**config.mk**
```make
export PLATFORM = sky130hd
export DESIGN_NAME = ctr_prio_sched
export DESIGN_NICKNAME = d
export VERILOG_FILES = /design/src/rtl/agc_ctr_pkg.sv /design/src/rtl/ctr_prio_enc.sv /design/src/rtl/ctr_prio_sched.sv
export SDC_FILE = /design/constraint.sdc
export NUM_CORES = 1
export LEC_CHECK = 0
export CAP_MARGIN = 20
export CORE_ASPECT_RATIO = 2
export CORE_MARGIN = 2
export CORE_UTILIZATION = 25
export CTS_CLUSTER_SIZE = 16
export DETAILED_ROUTE_END_ITERATION = 16
export PLACE_DENSITY = 0.43
export SYNTH_ARGS = -nofsm -noshare
export SYNTH_HDL_FRONTEND = slang
export SYNTH_HIERARCHICAL = 1
export SYNTH_SLANG_ARGS = --single-unit
```
**constraint.sdc**
```tcl
create_clock -name CLOCK -period 4.7 [get_ports CLOCK]
set_clock_uncertainty 0.1 [all_clocks]
set_input_delay 0.94 -clock CLOCK [delete_from_list [all_inputs] [get_ports CLOCK]]
set_output_delay 0.94 -clock CLOCK [all_outputs]
set_load 0.05 [all_outputs]
```
**src/rtl/agc_ctr_pkg.sv**
```systemverilog
// Shared constants and encodings for the involuntary-counter scheduler.
// Holds cell count, base address, FSM state and increment-op encodings.
package agc_ctr_pkg;

    localparam int          NCTR  = 29;
    localparam logic [5:0]  CBASE = 6'o24;

    typedef enum logic {
        S_IDLE,
        S_BUSY
    } state_t;

    typedef enum logic [1:0] {
        OP_NONE = 2'd0,
        OP_PINC = 2'd1,
        OP_MINC = 2'd2
    } op_e;

endpackage

```
**src/rtl/ctr_prio_enc.sv**
```systemverilog
// Fixed-priority encoder: lowest set index wins.
// Latency: combinational.
// Backpressure: none, pure function of req.
module ctr_prio_enc #(
    parameter int N = 29
) (
    input  logic [N-1:0] req,
    output logic         vld,
    output logic [4:0]   idx
);

    // Scan from the top down so the lowest set index is the last write.
    always_comb begin
        vld = 1'b0;
        idx = '0;
        for (int i = N - 1; i >= 0; i--) begin
            if (req[i]) begin
                vld = 1'b1;
                idx = 5'(i);
            end
        end
    end

endmodule

```
**src/rtl/ctr_prio_sched.sv**
```systemverilog
// Latches +1/-1 counter requests and grants one counter cycle per offered slot, lowest cell first.
// Latency: request to CTROR 1 edge; SLOT to CGNT/CAD 1 edge; CDONE to idle 1 edge.
// Backpressure: INHINC or an in-progress cycle withholds grants; pending requests are retained.
module ctr_prio_sched #(
    parameter int         NCTR  = agc_ctr_pkg::NCTR,
    parameter logic [5:0] CBASE = agc_ctr_pkg::CBASE
) (
    input  logic            CLOCK,
    input  logic            rst,
    input  logic            GOJAM,
    input  logic [NCTR-1:0] PINC_REQ,
    input  logic [NCTR-1:0] MINC_REQ,
    input  logic            INHINC,
    input  logic            SLOT,
    input  logic            CDONE,
    output logic            CTROR,
    output logic            CGNT,
    output logic            CBUSY,
    output logic [5:0]      CAD,
    output logic            CPLUS,
    output logic            CMINUS
);

    import agc_ctr_pkg::*;

    state_t          state, state_n;
    logic [NCTR-1:0] pp, mp, pend;
    logic [NCTR-1:0] gmask, base_p, base_m, cancel, pp_n, mp_n;
    logic            enc_vld;
    logic [4:0]      enc_idx;
    logic            gnt;
    logic            ctror_q, cgnt_q;
    logic [5:0]      cad_q;
    op_e             op_q;
    logic            kill;

    assign kill = rst | GOJAM;
    assign pend = pp | mp;

    ctr_prio_enc #(.N(NCTR)) u_enc (
        .req (pend),
        .vld (enc_vld),
        .idx (enc_idx)
    );

    assign gnt = (state == S_IDLE) && SLOT && ctror_q && enc_vld && !INHINC;

    always_comb begin
        gmask = '0;
        if (gnt) gmask[enc_idx] = 1'b1;
    end

    // Winner's old bits are dropped before OR-ing in new pulses, so a
    // request arriving in the grant cycle survives; the winner is also
    // exempt from cancellation that cycle.
    assign base_p = (pp & ~gmask) | PINC_REQ;
    assign base_m = (mp & ~gmask) | MINC_REQ;
    assign cancel = base_p & base_m & ~gmask;
    assign pp_n   = base_p & ~cancel;
    assign mp_n   = base_m & ~cancel;

    always_comb begin
        state_n = state;
        case (state)
            S_IDLE:  if (gnt)   state_n = S_BUSY;
            S_BUSY:  if (CDONE) state_n = S_IDLE;
            default:            state_n = S_IDLE;
        endcase
    end

    always_ff @(posedge CLOCK) begin
        if (kill) state <= S_IDLE;
        else      state <= state_n;
    end

    always_ff @(posedge CLOCK) begin
        if (kill) begin
            pp      <= '0;
            mp      <= '0;
            ctror_q <= 1'b0;
            cgnt_q  <= 1'b0;
            cad_q   <= '0;
            op_q    <= OP_NONE;
        end else begin
            pp      <= pp_n;
            mp      <= mp_n;
            ctror_q <= |(pp_n | mp_n);
            cgnt_q  <= gnt;
            if (gnt) begin
                cad_q <= CBASE + 6'(enc_idx);
                op_q  <= pp[enc_idx] ? OP_PINC : OP_MINC;
            end else if (state == S_BUSY && CDONE) begin
                cad_q <= '0;
                op_q  <= OP_NONE;
            end
        end
    end

    assign CTROR  = ctror_q;
    assign CGNT   = cgnt_q;
    assign CBUSY  = (state == S_BUSY);
    assign CAD    = cad_q;
    assign CPLUS  = (op_q == OP_PINC);
    assign CMINUS = (op_q == OP_MINC);

endmodule

```
; After elaboration in Yosys (flattened, before gate mapping)
; Cells that the tools add are included.
; W data, S select, Z words.
[word_totals]
elab_cells = 106
output_inout_bits = 11
reg_bits = 69
input_bits = 64
[op_classes]
bitwise_logic = 14
addsub = 1
reduce_logical = 9
magnitude_cmp = 2
eq_ne = 2
muxes = 71
[op_table]
columns = operator, n
row1 = $and A29 B29 Y29, 6
row2 = $mux W5, 29
row3 = $or A29 B29 Y29, 4
row4 = $not A29 Y29, 2
row5 = $mux W1, 33
row6 = $mux W29, 1
row7 = $reduce_or A29 Y1, 1
row8 = $mux W6, 2
row9 = $add A5 B5 Y6 const A, 1
row10 = $logic_and A1 B1 Y1, 6
row11 = $lt A5 B6 Y1 const B, 1
row12 = $mux W2, 3
row13 = $bmux W1 S5, 1
row14 = $demux W1 S5, 1
row15 = $ge A5 B1 Y1 const B, 1
row16 = $eq A2 B1 Y1 const B, 1
row17 = $eq A2 B2 Y1 const B, 1
row18 = $pmux W1 S2, 1
row19 = $reduce_bool A2 Y1, 1
row20 = $logic_not A1 Y1, 1
row21 = $not A1 Y1, 1
row22 = $or A1 B1 Y1, 1

; Longest topological paths before layout
; Gate-level depths: netlist (run 1).
[depth]
word_depth = 44
mapped_depth = 15
depth_no_buf = 13

; Cells and area by module
; Netlist (run 1), hierarchy kept.
[modules_own_cells]
columns = mod, cells_each, area_per_inst_um2, instances, seq_area_each_um2
row1 = ctr_prio_sched, 481, 3888.7, 1, 1381.3
row2 = ctr_prio_enc, 63, 347.8, 1, 0.0

; Worst setup path before layout (run 1)
; OpenSTA, ideal clock, no wires.
[synth_timing]
kind = reg-to-reg
startpoint = reg pp[24]
endpoint = reg ctror_q, in the netlist CTROR
stages_incl_launch_ff = 15
arrival_ns = 3.618
synth_period_minus_slack_ns = 3.838
required_time_ns = 4.480
setup_time_ns = 0.120
path_buffers = 1
path_slack_ns = 0.862
cell_sequence = dfxtp_1 or2_2 or4_4 o21ai_1 and3_1 o21ai_1 a31oi_1 or3b_1 clkbuf_1 or3b_1 a21o_1 nand2_1 nand4_1 or3_1 o31a_1
[synth_via]
elab_chain_len = 40
word_cells_on_any_way = 71
cone_classes = order compare (2) / mux (53) / bitwise (12) / reduce/logical (4)
[synth_rtl]
columns = item, line_no
row1 = start: declaration, ctr_prio_sched.sv:27  ; logic [NCTR-1:0] pp, mp, pend;
row2 = start signal: assignment, ctr_prio_sched.sv:85  ; pp <= pp_n;
row3 = $or A29 B29 Y29 (*), ctr_prio_sched.sv:38  ; assign pend = pp | mp;
row4 = named net pend[24], ctr_prio_sched.sv:27
row5 = $mux W5 (*) (25 in a row), ctr_prio_enc.sv:17  ; if (req[i]) begin
row6 = named net enc_idx[2], ctr_prio_sched.sv:30  ; logic [4:0] enc_idx;
row7 = $lt A5 B6 Y1 (implied by the code) / $ge A5 B1 Y1 (equally long branches), ctr_prio_sched.sv:50  ; if (gnt) gmask[enc_idx] = 1'b1;
row8 = $logic_and A1 B1 Y1 (implied by the code), ctr_prio_sched.sv:50
row9 = $mux W1 (implied by the code), ctr_prio_sched.sv:50
row10 = $demux W1 S5 (*), ctr_prio_sched.sv:50
row11 = $mux W29 (*), ctr_prio_sched.sv:50
row12 = $not A29 Y29 (*), "ctr_prio_sched.sv:56, ctr_prio_sched.sv:57, ctr_prio_sched.sv:58"
row13 = "$and A29 B29 Y29, on equally long branches", "ctr_prio_sched.sv:56, ctr_prio_sched.sv:57"
row14 = "$or A29 B29 Y29, on equally long branches", "ctr_prio_sched.sv:56, ctr_prio_sched.sv:57"
row15 = $and A29 B29 Y29 (2 in a row), ctr_prio_sched.sv:58  ; assign cancel = base_p & base_m & ~gmask;
row16 = $not A29 Y29, "ctr_prio_sched.sv:59, ctr_prio_sched.sv:60"
row17 = "$and A29 B29 Y29, on equally long branches", "ctr_prio_sched.sv:59, ctr_prio_sched.sv:60"
row18 = $or A29 B29 Y29 (*), ctr_prio_sched.sv:87  ; ctror_q <= |(pp_n | mp_n);
row19 = $reduce_or A29 Y1 (*), ctr_prio_sched.sv:87
row20 = end signal: assignment, ctr_prio_sched.sv:87
row21 = end: declaration, ctr_prio_sched.sv:32  ; logic ctror_q, cgnt_q;
; The timed path passes the listed nets; every way through them passes the cells marked *.
; A chain may end at the register's enable or synchronous reset.

; Final worst setup path (run 1)
; Ends and elaborated chain as after synthesis.

==> results.md, run 1 <==
* Outcome: completed
* GP Congestion at just over 0.9
* I/O pin count at 75
* Crit path max-delay family: simple AND/OR/NAND/NOR gates
* Worst-path cell chain: or2_2 -> o31a_1 -> o31ai_1 -> a2111oi_1 -> nor4b_2 -> buf_4 -> and4bb_2 -> and2_2 -> buf_4 -> a221o_1 -> nand4_1 -> nor4_2 -> nand4_1 -> o31a_1
* Detailed Route Iter0 Violations at 228
* Clock Sinks at 69
* First-pass GRT wire length at 25700 um
* Post-synthesis sequential area ratio at between 30 and 40%
* Minimum clock period at between 4 and 5 ns
* Final Non-Filler Cells at 842
* Clock root buffer: clkbuf_16
* Synth warnings at 6
* Post-Synth XOR/XNOR Area at 0.207%
* Pin count of the biggest net entering global routing at 46
* Pwr per Cell Area at 327 mW/mm^2
* Finished Cell Area at 0.00567 sq mm
* # port buffers at 74
* Max incr delay on CP at 0.41 ns
* H-tree depth at 3
* Initial antenna violation count at 0
* Row Count at 67
* Final Hold Fails at 0
* GRT Residual Overflow at 0
* Cts bufs inserted at 9
* Clk buf depth at 2
* Drt pass-1 iters at 4
* P&R area growth vs syn at 33.9%
* Syn nets at roughly 610
* Post-Synth Simple-Gate Area at 37.4%
* Slowest CP cell: nor4_2
* Hold Crit Class: reg -> reg
* Top FF cell, synth: dfxtp_1
* Final WL at 17000 um
* Mapped Area at roughly 0.0042 sq mm
* Nets at around 700
* Vias in the first global route at between 4000 and 5000
* Arrival @ worst endpoint at 4.65 ns
* Maximum VDD drop at 0.190 mV
* Die ar. at about 0.018 sq mm
* Hold-fix buffers, CTS at 0
* Slew headroom at around three fifths
* DRC Markers at 0
* Leakage power at between 2 and 2.5 nW
* RSZ-0062 raised after global routing: no
* Fraction of the mapped netlist area in compound gates at 21.6%
* Slew @ Worst Pin at 0.627 ns
* Crit-path max FO at 12
* Post-CTS Resized at 2
* Total power at 1.86 mW
* Via count at 4485
* Pins Over Slew Limit at 0
* Final ANT Viol Nets at 0
* WL per Instance at just over 20 um
* Die width at between 90 and 100 um
* Post-synth EDFFs at 0
* Syn Area/Cell at 7.79 sq um
* Vias per cell at 5.33
* Largest family of logic cells by synthesized area: simple AND/OR/NAND/NOR gates
* Data required, critical path at 4.83 ns
* Area share of fa/ha/maj cells after synthesis at 0.295%
* Total track usage at between 15 and 20%
* Final period utilization at 96.2%
* Yosys reg bits at between 60 and 70
* Clock Pin Slew Worst Setup and Hold Paths at around 0.060 ns
* CP startpoint kind: flip-flop
* Max frequency at 221 MHz
* CTS tree: built
* Post-Synthesis Cells at approximately 540
* Cell count after placement at 826
* Multiplexer share of the synthesized area at about 4.3%
* Antenna diodes at 0
* Final-report setup violation count at 0
* Crit path buffers/inverters at 2
* Worst skew pair latency at approximately 0.34 ns
* Core ar. at 0.0167 sq mm
* Worst setup path class: reg -> reg
* Setup crit end kind: flip-flop
* Share of cells above drive strength 1 at 16.4%
* Count of cell types in the netlist at between 50 and 60
* Placed Area at roughly 0.0053 sq mm
* Die Y at 188 um
* Max-cap viol count at 0
* Starting Density at 25.4%
* Post-CTS setup buffers at 0
* Placed wire-length estimate at 13600 um
* Post-synth ARST share at 0%
* Fillers at 1755
==> cell families after synthesis <==
family / after synthesis
DFF: 69
xor gates and xnor gates: 1
buffers and inverters: 35
AOI/OAI and AO/OA: 130
muxes: 8
adders and majority gates: 1
and+or+nand+nor: 300
==> cell usage in the layout, fill, tap and decap left out, drive strengths merged, types with 5 or more instances in the layout <==
cell type and count:
a211oi 5, a21oi 21, a221o 6, a22o 6, and2 5, buf 27
clkbuf 12, clkdlybuf4s50 74, dfxtp 69, inv 9, mux4 8, nand2 16
nand3 8, nand3b 7, nand4 9, nor2 129, nor2b 22, nor3 28
nor4 12, o21ai 12, o22ai 36, o31a 23, or2 38
==> tightest hold or removal path, cell delays in order (launching register included) <==
cell     delay [ns]
dfxtp_1        0.31
nand2_1        0.05
nand2_1        0.04
==> stage by stage <==
step / hold WS [ns] / TNS, ns / setup slack [ns] / utilization (%)
6_report: 0.337 / 0 / 0.178 / 34.0
3_5_place_dp: 0.332 / -0.109 / -0.109 / 32.0
3_3_place_gp: 0.333 / -0.240 / -0.240 / 32.0
5_1_grt: 0.361 / 0 / 0.0376 / 34.0
4_1_cts: 0.340 / 0 / 0.145 / 34.0
2_1_floorplan: 0.365 / 0 / 0.862 / -
==> power breakdown <==
| group | internal, mW | switching [mW] | total (mW) |
|---|---|---|---|
| logic | 0.203 | 0.277 | 0.480 |
| clock network | 0.492 | 0.268 | 0.761 |
| registers | 0.602 | 0.0140 | 0.616 |
==> Yosys cell counts, drive strengths merged (3+ instances only) <==
master,n,area [sq um]
and3b,3,26.3
clkbuf,15,56.3
nor2b,22,138
nor3,28,181
a21oi,21,105
nand2,16,60.1
o22ai,36,231
a21o,4,30.0
a221o,6,60.1
buf,11,63.8
and3,3,18.8
o31a,23,201
mux4,8,180
inv,9,33.8
nand2b,3,18.8
a211oi,5,37.5
or2,38,238
nor4,12,87.6
o31ai,4,30.0
and2,5,31.3
nand4,9,56.3
nor2,129,484
nand3b,7,56.3
dfxtp,69,1380
nand3,8,40.0
a22o,6,52.6
or3b,4,35.0
o21ai,12,60.1
==> path summary, 6_finish.rpt <==
check / slack, ns / cells after the start / to / startpoint
min reg2reg: 0.34 / 2 / CAD[5] / CAD[5]
max: 0.18 / 14 / CTROR / pp[24]
max reg2reg: 0.18 / 14 / CTROR / pp[24]
min: 0.34 / 2 / CAD[5] / CAD[5]
==> state kept, by name, indices dropped and copies added (netlist names) <==
register / flops
CBUSY: 1
CTROR: 1
op_q: 2
CGNT: 1
CAD: 6
mp: 29
pp: 29
==> cell type report <==
class	count	area, sq um	share of cell area, %
multi-input cells	440	2720	47.9
flip-flops and latches	69	1380	24.3
repair buffers	101	956	16.9
well taps	207	259	4.57
clock buffers	12	256	4.52
clock inverters	4	70.1	1.24
inverters	9	33.8	0.596
==> metal layers <==
layer	vias up	share of wire, %	global-route usage, %
li1	2165	-	-
met1	2152	35	19.1
met2	130	56	35.8
met3	38	4.0	3.09
met4	0	5.7	12.5
met5	-	0	0
Note: power is estimated with default switching activity, not from simulation.
==> run 2: changes to the inputs <==
--- a/config.mk
+++ b/config.mk
@@ -7,11 +7,10 @@
 export LEC_CHECK = 0
 export CAP_MARGIN = 20
 export CORE_ASPECT_RATIO = 2
-export CORE_MARGIN = 2
 export CORE_UTILIZATION = 25
 export CTS_CLUSTER_SIZE = 16
 export DETAILED_ROUTE_END_ITERATION = 16
-export PLACE_DENSITY = 0.43
+export PLACE_DENSITY = 0.44
 export SYNTH_ARGS = -nofsm -noshare
 export SYNTH_HDL_FRONTEND = slang
 export SYNTH_HIERARCHICAL = 1
==> constraint.sdc (replaced) <==
create_clock -name CLOCK -period 4 [get_ports CLOCK]
set_clock_uncertainty 0.1 [all_clocks]
set_input_delay 0.8 -clock CLOCK [delete_from_list [all_inputs] [get_ports CLOCK]]
set_output_delay 0.8 -clock CLOCK [all_outputs]
set_load 0.05 [all_outputs]
==> results.md, run 2 (synthesized netlist as in run 1, its figures left out) <==
* Outcome: completed
* Cts bufs inserted at 9
* Utilization after layout at between 40% and 50%
* Setup tns final at 0 ns
* Core ar. at between 0.015 and 0.02 sq mm
* CTS tree: built
* Setup crit end kind: flip-flop
* Pins Over Slew Limit at 0
* Data required, critical path at 4.12 ns
* Pwr per Cell Area at about 340 mW/mm^2
* Dpl ws at -0.410 ns
* Starting Density at 25.4%
* Drt pass-1 iters at 4
* Total track usage at 21.0%
* Vias in the first global route at around 4900
* Maximum VDD drop at between 0.2 and 0.25 mV
* Slew headroom at 58.3%
* Antenna diodes at 0
* Max-cap viol count at 0
* Die Y at about 190 um
* Row Count at 67
* Share of cells above drive strength 1 at between 30% and 40%
* WHS at 0.338 ns
* CP startpoint kind: flip-flop
* H-tree depth at 3
* Hold Crit Class: reg -> reg
* Leakage power at 2.97 nW
* # port buffers at 74
* Max frequency at 253 MHz
* Most common cell after layout, fill and taps aside: buf_4
* Vias per cell at 5.21
* Final Hold Fails at 0
* Die width at 94.1 um
* Nets at 819
* Worst skew pair latency at 0.34 ns
* Via count at 5035
* Final period utilization at 99.0%
* Initial antenna violation count at 0
* GP Congestion at 0.899
* Final ANT Viol Nets at 0
* Worst setup path class: reg -> reg
* Arrival @ worst endpoint at 4.08 ns
* Placed Area at 0.00620 sq mm
* I/O pin count at 75
* DRC Markers at 0
* GRT Residual Overflow at 0
* Final WL at 18000 um
* Crit-path max FO at 5
* Slew @ Worst Pin at 0.621 ns
* Clock root buffer: clkbuf_16
* Placed wire-length estimate at 14400 um
* First-pass GRT wire length at 26800 um
* Pin count of the biggest net entering global routing at 46
* Most frequent cells in the layout: buf_4 (145), nor2_1 (128), clkdlybuf4s50_1 (74), dfxtp_1 (69), or2_2 (30)
* WL per Instance at between 15 and 20 um
* Minimum clock period at 3.96 ns
* Finished Cell Area at 0.00694 sq mm
* P&R area growth vs syn at 63.8%
* Final worst slack at 0.0411 ns
* Final-report setup violation count at 0
* Clock Pin Slew Worst Setup and Hold Paths at 0.06 ns
* Die ar. at 0.0175 sq mm
* RSZ-0062 raised after global routing: yes
* Detailed Route Iter0 Violations at 238
* Clk buf depth at 2
* Fillers at around 1700
* Clock Sinks at 69
==> run 2: cell types whose count changed in the layout (fill, tap and decap cells not counted), sizes merged <==
cell and change:
inv +1, clkinvlp +1, clkinv +1, buf +124, clkbuf -3
==> run 2: through the flow <==
stage / std cells / total power, mW
after floorplan: 544 / 1.05
after global placement: 939 / 1.40
after detailed placement: 939 / 1.41
after CTS: 959 / 2.35
after global routing: 966 / 2.49
final: 966 / 2.38
==> run 2: path summary, 6_finish.rpt <==
path | cells after the start | startpoint | end | slack [ns]
max | 13 | pp[24] | CTROR | 0.04
min | 2 | CAD[5] | CAD[5] | 0.34
max reg2reg | 13 | pp[24] | CTROR | 0.04
min reg2reg | 2 | CAD[5] | CAD[5] | 0.34
==> run 2: critical path, cell delays in order, from the launching register on <==
cell     delay (ns)
dfxtp_1        0.31
or2_4          0.25
or4_4          0.57
o21ai_2        0.16
and3_4         0.19
o21ai_2        0.05
a31oi_2        0.17
or3b_4         0.45
or3b_4         0.42
a21o_1         0.17
nand2_2        0.07
nand4_1        0.18
or3_4          0.46
o31a_1         0.29
==> run 2: report_power, final <==
part / internal [mW] / switching [mW] / total (mW)
combinational: 0.390 / 0.382 / 0.772
sequential: 0.707 / 0.0127 / 0.719
clock: 0.549 / 0.336 / 0.885
==> run 2: layer usage <==
metal / share of wire [%] / up-vias / track usage, %
met1: 35 / 2449 / 20.7
met2: 57 / 131 / 41.6
met3: 2.9 / 39 / 1.96
met5: 0 / - / 0
met4: 5.1 / 0 / 11.6
li1: - / 2416 / -
==> run 2: final cells by class <==
| type | count | area (sq um) | area share (%) |
|---|---|---|---|
| multi-input cells | 440 | 3030 | 43.6 |
| repair buffers | 225 | 1910 | 27.6 |
| flip-flops and latches | 69 | 1380 | 19.9 |
| well taps | 207 | 259 | 3.73 |
| clock buffers | 9 | 225 | 3.24 |
| clock inverters | 7 | 98.8 | 1.42 |
| inverters | 9 | 33.8 | 0.487 |
==> run 2: timing repair <==
item,CTS,global route
setup buffers,4,7
pin swaps,9,21
hold buffers,0,0
endpoints found under the setup margin,3,1
gates resized for setup,34,37
hold endpoints to repair,0,0
